--- config.mk ---
export PLATFORM = sky130hd
export DESIGN_NAME = lm_sm_sequencer
export DESIGN_NICKNAME = d
export VERILOG_FILES = /design/src/rtl/risc_pkg.sv /design/src/rtl/lm_sm_pick.sv /design/src/rtl/lm_sm_sequencer.sv
export SDC_FILE = /design/constraint.sdc
export NUM_CORES = 1
export LEC_CHECK = 0
export BUFFER_PORTS_ARGS = -buffer_cell sky130_fd_sc_hd__buf_2
export CORE_AREA = 5 5 114 116
export CTS_CLUSTER_SIZE = 24
export DETAILED_ROUTE_END_ITERATION = 6
export DIE_AREA = 0 0 119 121
export PLACE_DENSITY = 0.47
export SLEW_MARGIN = 20
export SYNTH_ARGS = -nofsm -noshare
export SYNTH_HDL_FRONTEND = slang
export SYNTH_SLANG_ARGS = --single-unit
--- constraint.sdc ---
create_clock -name clk -period 7.4 [get_ports clk]
set_input_delay 0.37 -clock clk [delete_from_list [all_inputs] [get_ports clk]]
set_output_delay 0.37 -clock clk [all_outputs]
set_load 0.01 [all_outputs]
--- src/rtl/risc_pkg.sv ---
// Shared ISA constants, field positions and sequencer state type for the
// LM/SM expansion stage.
package risc_pkg;

  localparam int INSTR_W = 16;
  localparam int OP_W    = 4;
  localparam int REG_W   = 3;
  localparam int OFF_W   = 6;
  localparam int BMAP_W  = 8;

  localparam logic [OP_W-1:0] OP_LW = 4'b0100;
  localparam logic [OP_W-1:0] OP_SW = 4'b0101;
  localparam logic [OP_W-1:0] OP_LM = 4'b0110;
  localparam logic [OP_W-1:0] OP_SM = 4'b0111;

  localparam int OP_MSB   = 15;
  localparam int OP_LSB   = 12;
  localparam int RA_MSB   = 11;
  localparam int RA_LSB   = 9;
  localparam int BMAP_MSB = 7;
  localparam int BMAP_LSB = 0;

  typedef enum logic {
    IDLE = 1'b0,
    SEQ  = 1'b1
  } seq_state_e;

  function automatic logic [INSTR_W-1:0] make_uop(
    input logic [OP_W-1:0]  op,
    input logic [REG_W-1:0] ri,
    input logic [REG_W-1:0] ra,
    input logic [OFF_W-1:0] off
  );
    return {op, ri, ra, off};
  endfunction

endpackage

--- src/rtl/lm_sm_pick.sv ---
// Chooses the next register of an LM/SM sequence, its address offset and
// whether it is the final micro-op.
module lm_sm_pick
  import risc_pkg::*;
(
  input  logic [BMAP_W-1:0] rem_mask,
  input  logic [BMAP_W-1:0] bitmap,
  input  logic [REG_W-1:0]  ra,
  input  logic              is_lm,
  output logic [REG_W-1:0]  sel_idx,
  output logic [OFF_W-1:0]  sel_off,
  output logic              sel_last
);

  logic [BMAP_W-1:0] ra_bit;
  logic [BMAP_W-1:0] cand;
  logic [BMAP_W-1:0] below;
  logic [3:0]        rem_cnt;

  always_comb begin
    ra_bit = 8'b1 << ra;
    // A load of the base register waits until every other register is done.
    cand = rem_mask;
    if (is_lm && ((rem_mask & ~ra_bit) != '0))
      cand = rem_mask & ~ra_bit;

    sel_idx = '0;
    for (int i = BMAP_W - 1; i >= 0; i--)
      if (cand[i]) sel_idx = 3'(i);

    below   = bitmap & ((8'b1 << sel_idx) - 8'd1);
    sel_off = '0;
    for (int i = 0; i < BMAP_W; i++)
      sel_off = sel_off + 6'(below[i]);

    rem_cnt = '0;
    for (int i = 0; i < BMAP_W; i++)
      rem_cnt = rem_cnt + 4'(rem_mask[i]);
    sel_last = (rem_cnt == 4'd1);
  end

endmodule

--- src/rtl/lm_sm_sequencer.sv ---
// IF/ID register that expands LM/SM into single-register LW/SW micro-ops,
// holding fetch while a multi-register sequence is in progress.
module lm_sm_sequencer
  import risc_pkg::*;
(
  input  logic               clk,
  input  logic               rst_n,
  input  logic [INSTR_W-1:0] instr_in,
  input  logic [INSTR_W-1:0] pc_in,
  input  logic               instr_valid,
  input  logic               stall_in,
  input  logic               flush,
  output logic [INSTR_W-1:0] instr_out,
  output logic [INSTR_W-1:0] pc_out,
  output logic               valid_out,
  output logic               uop_last,
  output logic               stall_fetch
);

  seq_state_e        state_p1, state_nx;
  logic [OP_W-1:0]   uop_op_p1, uop_op_nx;
  logic              is_lm_p1, is_lm_nx;
  logic [REG_W-1:0]  ra_p1, ra_nx;
  logic [BMAP_W-1:0] bmap_p1, bmap_nx;
  logic [BMAP_W-1:0] rem_p1, rem_nx;
  logic [INSTR_W-1:0] instr_nx, pc_nx;
  logic              vld_nx, last_nx;

  logic [OP_W-1:0]   in_op;
  logic [REG_W-1:0]  in_ra;
  logic [BMAP_W-1:0] in_bmap;
  logic              in_is_lm, in_is_multi;
  logic              in_seq;

  logic [BMAP_W-1:0] pk_rem, pk_bmap;
  logic [REG_W-1:0]  pk_ra;
  logic              pk_lm;
  logic [OP_W-1:0]   pk_op;
  logic [REG_W-1:0]  sel_idx;
  logic [OFF_W-1:0]  sel_off;
  logic              sel_last;

  assign in_op       = instr_in[OP_MSB:OP_LSB];
  assign in_ra       = instr_in[RA_MSB:RA_LSB];
  assign in_bmap     = instr_in[BMAP_MSB:BMAP_LSB];
  assign in_is_lm    = (in_op == OP_LM);
  assign in_is_multi = in_is_lm || (in_op == OP_SM);
  assign in_seq      = (state_p1 == SEQ);

  // In IDLE the picker works straight off the incoming instruction.
  assign pk_rem  = in_seq ? rem_p1    : in_bmap;
  assign pk_bmap = in_seq ? bmap_p1   : in_bmap;
  assign pk_ra   = in_seq ? ra_p1     : in_ra;
  assign pk_lm   = in_seq ? is_lm_p1  : in_is_lm;
  assign pk_op   = in_seq ? uop_op_p1 : (in_is_lm ? OP_LW : OP_SW);

  lm_sm_pick u_pick (
    .rem_mask (pk_rem),
    .bitmap   (pk_bmap),
    .ra       (pk_ra),
    .is_lm    (pk_lm),
    .sel_idx  (sel_idx),
    .sel_off  (sel_off),
    .sel_last (sel_last)
  );

  assign stall_fetch = stall_in | in_seq;

  always_comb begin
    state_nx  = state_p1;
    uop_op_nx = uop_op_p1;
    is_lm_nx  = is_lm_p1;
    ra_nx     = ra_p1;
    bmap_nx   = bmap_p1;
    rem_nx    = rem_p1;
    instr_nx  = instr_out;
    pc_nx     = pc_out;
    vld_nx    = valid_out;
    last_nx   = uop_last;

    if (flush) begin
      vld_nx   = 1'b0;
      last_nx  = 1'b0;
      state_nx = IDLE;
      rem_nx   = '0;
      bmap_nx  = '0;
    end else if (!stall_in) begin
      case (state_p1)
        IDLE: begin
          if (!instr_valid) begin
            vld_nx  = 1'b0;
            last_nx = 1'b0;
          end else if (!in_is_multi) begin
            instr_nx = instr_in;
            pc_nx    = pc_in;
            vld_nx   = 1'b1;
            last_nx  = 1'b1;
          end else if (in_bmap == '0) begin
            vld_nx  = 1'b0;
            last_nx = 1'b0;
          end else begin
            instr_nx = make_uop(pk_op, sel_idx, in_ra, sel_off);
            pc_nx    = pc_in;
            vld_nx   = 1'b1;
            last_nx  = sel_last;
            if (!sel_last) begin
              state_nx  = SEQ;
              uop_op_nx = pk_op;
              is_lm_nx  = in_is_lm;
              ra_nx     = in_ra;
              bmap_nx   = in_bmap;
              rem_nx    = in_bmap & ~(8'b1 << sel_idx);
            end
          end
        end
        SEQ: begin
          instr_nx = make_uop(uop_op_p1, sel_idx, ra_p1, sel_off);
          vld_nx   = 1'b1;
          last_nx  = sel_last;
          rem_nx   = rem_p1 & ~(8'b1 << sel_idx);
          if (sel_last) begin
            state_nx = IDLE;
            bmap_nx  = '0;
          end
        end
        default: state_nx = IDLE;
      endcase
    end
  end

  always_ff @(posedge clk or negedge rst_n) begin
    if (!rst_n) begin
      state_p1  <= IDLE;
      uop_op_p1 <= '0;
      is_lm_p1  <= 1'b0;
      ra_p1     <= '0;
      bmap_p1   <= '0;
      rem_p1    <= '0;
      instr_out <= '0;
      pc_out    <= '0;
      valid_out <= 1'b0;
      uop_last  <= 1'b0;
    end else begin
      state_p1  <= state_nx;
      uop_op_p1 <= uop_op_nx;
      is_lm_p1  <= is_lm_nx;
      ra_p1     <= ra_nx;
      bmap_p1   <= bmap_nx;
      rem_p1    <= rem_nx;
      instr_out <= instr_nx;
      pc_out    <= pc_nx;
      valid_out <= vld_nx;
      uop_last  <= last_nx;
    end
  end

endmodule
==> flow_summary_export.csv, run 1 <==
group,metric,value,unit
synthesis,syn_avg_cell_area,9.68,um^2
final_layout,nets,474,
synthesis,synth_top_area_cell,"dfrtp_1",
pwr,powerDensity,215,nW/um^2
floorplan,dieWidth,119,um
floorplan,ioPinCount,72,
synthesis,netlist_area,3460,um^2
critical_path,startpoint_type,"register",
sta,finalHoldViolCount,0,
global_route,antenna_found_initial,0,
route,drcViolationCount,0,
synthesis,synth.most_common_cell,"dfrtp_1",
sta,rsz0062_at_grt,"no",
synthesis,synthTopCellsByCount,"dfrtp_1 (56), nand2_1 (53), mux2_2 (25)",
clocking,clock_latency,0.30,ns
clocking,cts_root_buffer,"clkbuf_16",
synthesis,syn_nets,409,
sta,period_share,89.8,%
clocking,clock-sinks,56,
sta,setup-tns-final,0,ns
critical_path,path_class,"register to register",
critical_path,cpPeakStageDelay,0.89,ns
final_layout,diodes,0,
placed_design,finalWeightedCongestion,0.859,
synthesis,synth_edf_count,0,
clocking,cts_hold_buf,0,
floorplan,core-area,11800,um^2
global_route,gr-total-overflow,0,
clocking,cts_resized,0,
run,timing.max_cap.violations,0,
final_layout,synthToLayoutAreaGrowth,18.6,%
sta,setup-violations-final,0,
route,dr_total_vias,2928,
pwr,irDropWorstVdd,0.000108,V
final_layout,drive_gt1_share,28.4,%
outcome,status,"complete, no violations",
clocking,clk_path_buf_depth,2,
critical_path,cp.required,7.57,ns
placed_design,dp_slack,0.833,ns
critical_path,crit_path_end_kind,"register",
floorplan,initial_core_util,29.3,%
route,drtPass1Iterations,5,
sta,drv_slew,0,
sta,worst_pin_slew,1.05,ns
floorplan,std_cell_rows,40,
clocking,htreeDepth,2,
global_route,grtUsageTotal,13.8,%
worst_hold_path,hp-class,"input port to asynchronous set/reset pin",
placed_design,dp.cells,562,
pwr,leakagePower,1.85,nW
synthesis,async_reset_ff_share,100,%
floorplan,dieArea,14400,um^2
route,drt.antenna.violating_nets,0,
route,route.top_layer_used,"met4",
route,wire_per_inst,17.3,um
sta,skew,0.00716,ns
synthesis,yosys-top-cells-area,"dfrtp_1 (41%), mux2_2 (8.1%), nand2_1 (5.8%)",
synthesis,synth_cell_types,57,
final_layout,multi_input_area,1900,um^2
clocking,cts_tree,"yes",
sta,setup_ws,0.758,ns
route,wl_met2,4750,um
critical_path,cp_slowest_cell,"dfrtp_2",
global_route,grt_pass1_vias,2980,
floorplan,die_y,121,um
clocking,clk_pin_slew,0.07,ns
critical_path,cp_max_fo,39,
final_layout,seq_area,1400,um^2
global_route,grt_start_max_net_pins,57,
synthesis,synth_seq_cells,56,
sta,post-route-min-period,6.64,ns
clocking,cts_inserted_buffers,5,
critical_path,crit_chain,"mux2i_2 -> nor2_1 -> a221o_1 -> a41o_4 -> o31ai_1 -> a41oi_2 -> and2_1 -> o21ai_1 -> nand3_1 -> ha_1 -> nand3_1 -> or3b_1 -> fa_1 -> inv_1 -> fa_1 -> inv_1 -> fa_1 -> fa_1 -> xor2_1 -> nor2_1 -> a21oi_1 -> o21ai_0",
sta,hold_ws,0.219,ns
synthesis,synthCells,357,
sta,achievable-frequency,151,MHz
synthesis,yosys_warnings,0,
synthesis,synth_top_area_share,40.6,%
placed_design,io_buffers,71,
final_layout,finalNonFillerCells,570,
synthesis,seq_area_frac_synth,40.6,%
global_route,grt_pass1_wl,16000,um
pwr,p_total,0.882,mW
synthesis,synthFlopType,"dfrtp_1",
placed_design,hpwlAfterDp,7450,um
critical_path,worstPathArrival,6.82,ns
sta,slew_headroom,29.2,%
route,met1_length,4590,um
route,dr_wl_met3,408,um
critical_path,cpMostUsedCell,"fa_1",
route,viasPerCell,5.14,
clocking,post_cts_buffers,0,
final_layout,fillerInstances,1237,
route,drtIter0Drc,170,
route,wl,9880,um
## per-layer routing
layer	GRT usage, %	up-vias
li1	-	1418
met4	4.34	0
met3	1.91	7
met1	19.0	1419
met2	22.6	84
met5	0	-
## state kept, by name, summed over array words and instances, names as in the netlist, 2 cells and up
name,count
uop_op_p1,2
instr_out,16
ra_p1,3
rem_p1,8
bmap_p1,7
pc_out,16
## placed cells by master, fill, tap and decap left out, types with 5 or more instances in the layout
cell and n:
buf_2 71, dfrtp_1 55, nand2_1 53, mux2_2 25
inv_1 23, nor2_1 19, a21oi_1 18, o21ai_0 16
mux2i_1 11, o31ai_1 10, a32o_1 9, o211ai_1 8
fa_1 8, ha_1 7, nand2b_1 6, nand3_1 5
clkbuf_16 5
## report_power, final
part | switching, mW | internal (mW)
logic | 0.141 | 0.105
registers | 0.0311 | 0.355
clock network | 0.114 | 0.136
total | 0.287 | 0.596
## metrics by stage
| stage | utilization [%] | area, um^2 |
|---|---|---|
| after floorplan | - | 3460 |
| after global placement | 33.4 | 3950 |
| after detailed placement | 33.4 | 3950 |
| after CTS | 34.7 | 4100 |
| after global routing | 34.7 | 4100 |
| final | 34.7 | 4100 |
## final timing paths
| kind | startpoint | to | slack, ns | depth (start not counted) |
|---|---|---|---|---|
| min | rst_n | instr_out[3] | 0.22 | 2 |
| min reg2reg | uop_op_p1[2] | uop_op_p1[2] | 0.48 | 1 |
| max reg2reg | in_seq | instr_out[2] | 0.76 | 22 |
| max in group asynchronous | rst_n | in_seq | 6.66 | 2 |
| max | in_seq | instr_out[2] | 0.76 | 22 |
| min in group clk | pc_in[4] | pc_out[4] | 0.30 | 2 |
## critical path, delay by kind of cell, from the launching register on
family          cells  cell delay (ns)
compound gates      7             1.71
mux                 1             0.48
simple gates        6             1.01
xor+xnor            1             0.16
buf+inv             2             0.10
fa+ha+maj           5             2.14
flops               1             0.89
## final cells by class
class | count | area share, %
clock buffers | 6 | 3.39
inverters | 23 | 2.11
repair buffers | 74 | 9.22
multi-input cells | 262 | 46.3
clock inverters | 2 | 0.336
flip-flops and latches | 56 | 34.2
well taps | 147 | 4.49
## cell families after synthesis
family	synth area share, %
simple gates	15.7
compound gates	19.3
flops	40.6
buf+inv	4.74
mux	12.1
fa+ha+maj	7.17
other cells	0.109
xor+xnor	0.253
Note: power is estimated with default switching activity, not from simulation.
==> run 2, diff against run 1 <==
--- a/config.mk
+++ b/config.mk
@@ -11,6 +11,7 @@
 export DETAILED_ROUTE_END_ITERATION = 6
 export DIE_AREA = 0 0 119 121
 export PLACE_DENSITY = 0.47
+export REMOVE_ABC_BUFFERS = 1
 export SLEW_MARGIN = 20
 export SYNTH_ARGS = -nofsm -noshare
 export SYNTH_HDL_FRONTEND = slang
==> run 2 against run 1 <==
  * Die area stayed put
  * Worst hold slack got worse by 0.014 ns
  * Power decreased by 0.14%
  * Via count is 1.5% higher
  * Cell area about the same
  * Global-route usage shrank 0.17 points
  * Maximum frequency up 1.5%
  * Critical endpoint unchanged
==> flow_summary_export.csv, run 2 (synthesized netlist as in run 1, its figures left out) <==
group,metric,value,unit
outcome,status,"complete, no violations",
global_route,grt_pass1_wl,15800,um
route,wire_per_inst,16.9,um
floorplan,dieArea,14400,um^2
global_route,grtUsageTotal,13.7,%
final_layout,final_util,34.7,%
floorplan,die_y,121,um
placed_design,dp_slack,0.855,ns
critical_path,cp-startpoint,"in_seq",
final_layout,fillerInstances,1253,
final_layout,nets,474,
critical_path,path_class,"register to register",
global_route,grt_use_met2,22.4,%
clocking,cts_tree,"yes",
clocking,clk_path_buf_depth,2,
critical_path,cpPeakStageDelay,0.78,ns
sta,slew_headroom,33.6,%
sta,hold_ws,0.205,ns
final_layout,drive_gt1_share,28.6,%
route,wl,9620,um
sta,period_share,88.4,%
sta,finalHoldViolCount,0,
final_layout,final_cell_mix,"buf_2 (71), dfrtp_1 (55), nand2_1 (53), mux2_2 (25), inv_1 (23)",
clocking,cts_hold_buf,0,
critical_path,reg2reg_from,"in_seq",
global_route,grt_util_met1,18.7,%
pwr,p_total,0.881,mW
floorplan,std_cell_rows,40,
run,timing.max_cap.violations,0,
global_route,grt_start_max_net_pins,57,
worst_hold_path,hp-class,"input port to asynchronous set/reset pin",
clocking,clock-sinks,56,
pwr,leakagePower,1.85,nW
critical_path,cp_slowest_cell,"dfrtp_2",
route,dr_total_vias,2972,
critical_path,cpMostUsedCell,"fa_1",
critical_path,crit_path_end_kind,"register",
floorplan,initial_core_util,29.3,%
sta,setup-violations-final,0,
sta,skew,0.00812,ns
placed_design,io_buffers,71,
sta,drv_slew,0,
clocking,post_cts_buffers,0,
placed_design,finalWeightedCongestion,0.950,
clocking,clk_pin_slew,0.08,ns
clocking,htreeDepth,2,
critical_path,cp.required,7.59,ns
critical_path,cp_max_fo,34,
final_layout,synthToLayoutAreaGrowth,18.8,%
global_route,grt_pass1_vias,3024,
clocking,cts_root_buffer,"clkbuf_16",
pwr,irDropWorstVdd,0.0000938,V
route,drtIter0Drc,257,
final_layout,diodes,0,
final_layout,final_area,4100,um^2
floorplan,dieWidth,119,um
global_route,antenna_found_initial,0,
sta,worst_pin_slew,0.988,ns
final_layout,reg_top3,"instr_out x16, pc_out x16, rem_p1 x8",
critical_path,worstPathArrival,6.73,ns
clocking,cts_inserted_buffers,5,
placed_design,hpwlAfterDp,7280,um
clocking,cts_resized,0,
sta,rsz0062_at_grt,"no",
final_layout,layout_commonest_cell,"buf_2",
route,drt.antenna.violating_nets,0,
sta,setup-tns-final,0,ns
global_route,gr-total-overflow,0,
route,viasPerCell,5.21,
sta,post-route-min-period,6.54,ns
route,drcViolationCount,0,
floorplan,core-area,11800,um^2
floorplan,ioPinCount,72,
final_layout,finalNonFillerCells,570,
placed_design,place_area,3950,um^2
sta,achievable-frequency,153,MHz
sta,setup_ws,0.859,ns
placed_design,dp.cells,562,
route,drtPass1Iterations,5,
pwr,powerDensity,215,nW/um^2
critical_path,crit_chain,"mux2i_2 -> nor2_1 -> a221o_1 -> a41o_4 -> o31ai_1 -> a41oi_2 -> and2_1 -> o21ai_1 -> nand3_1 -> ha_1 -> nand3_1 -> or3b_1 -> fa_1 -> inv_1 -> fa_1 -> inv_1 -> fa_1 -> fa_1 -> xor2_1 -> nor2_1 -> a21oi_1 -> o21ai_0",
global_route,met3_usage,2.52,%
critical_path,startpoint_type,"register",
clocking,clock_latency,0.31,ns
global_route,busiest_layer,"met2",
## run 2: cell count changes in the layout (fill, tap and decap cells not counted), sizes merged
cell / delta
clkinvlp: +1
clkbuf: -1
## run 2: critical path, delay by kind of cell, from the launching register on
family / cells / cell delay (ns)
XOR/XNOR: 1 / 0.13
flip-flops: 1 / 0.78
multiplexers: 1 / 0.49
buffers and inverters: 2 / 0.11
adder cells (fa/ha/maj): 5 / 2.15
AO/OA/AOI/OAI: 7 / 1.75
AND/OR/NAND/NOR: 6 / 1.00
## run 2: power by group
group | total (mW) | switching [mW] | leakage, nW | internal, mW
clock | 0.256 | 0.127 | 0.0719 | 0.129
sequential | 0.383 | 0.0286 | 0.705 | 0.355
combinational | 0.241 | 0.137 | 1.07 | 0.104
total | 0.881 | 0.293 | 1.85 | 0.588
## run 2: cell type report
cell class	instances	area [um^2]	area share, %
clock inverters	3	27.5	0.671
flip-flops and latches	56	1400	34.2
inverters	23	86.3	2.10
clock buffers	5	125	3.05
multi-input cells	262	1900	46.3
repair buffers	74	378	9.21
well taps	147	184	4.48
## run 2: path summary, 6_finish.rpt
check                               end  slack (ns)  cells after the start
max                        instr_out[2]        0.86                     22
min in group clk              pc_out[5]        0.29                      2
min reg2reg                   valid_out        0.47                      2
min                          bmap_p1[2]        0.20                      2
max reg2reg                instr_out[2]        0.86                     22
max in group asynchronous        in_seq        6.66                      2
## run 2: layer usage
metal	up-vias	wire, um
met3	13	419
met4	0	101
li1	1420	-
met5	-	0
met2	88	4600
met1	1451	4500
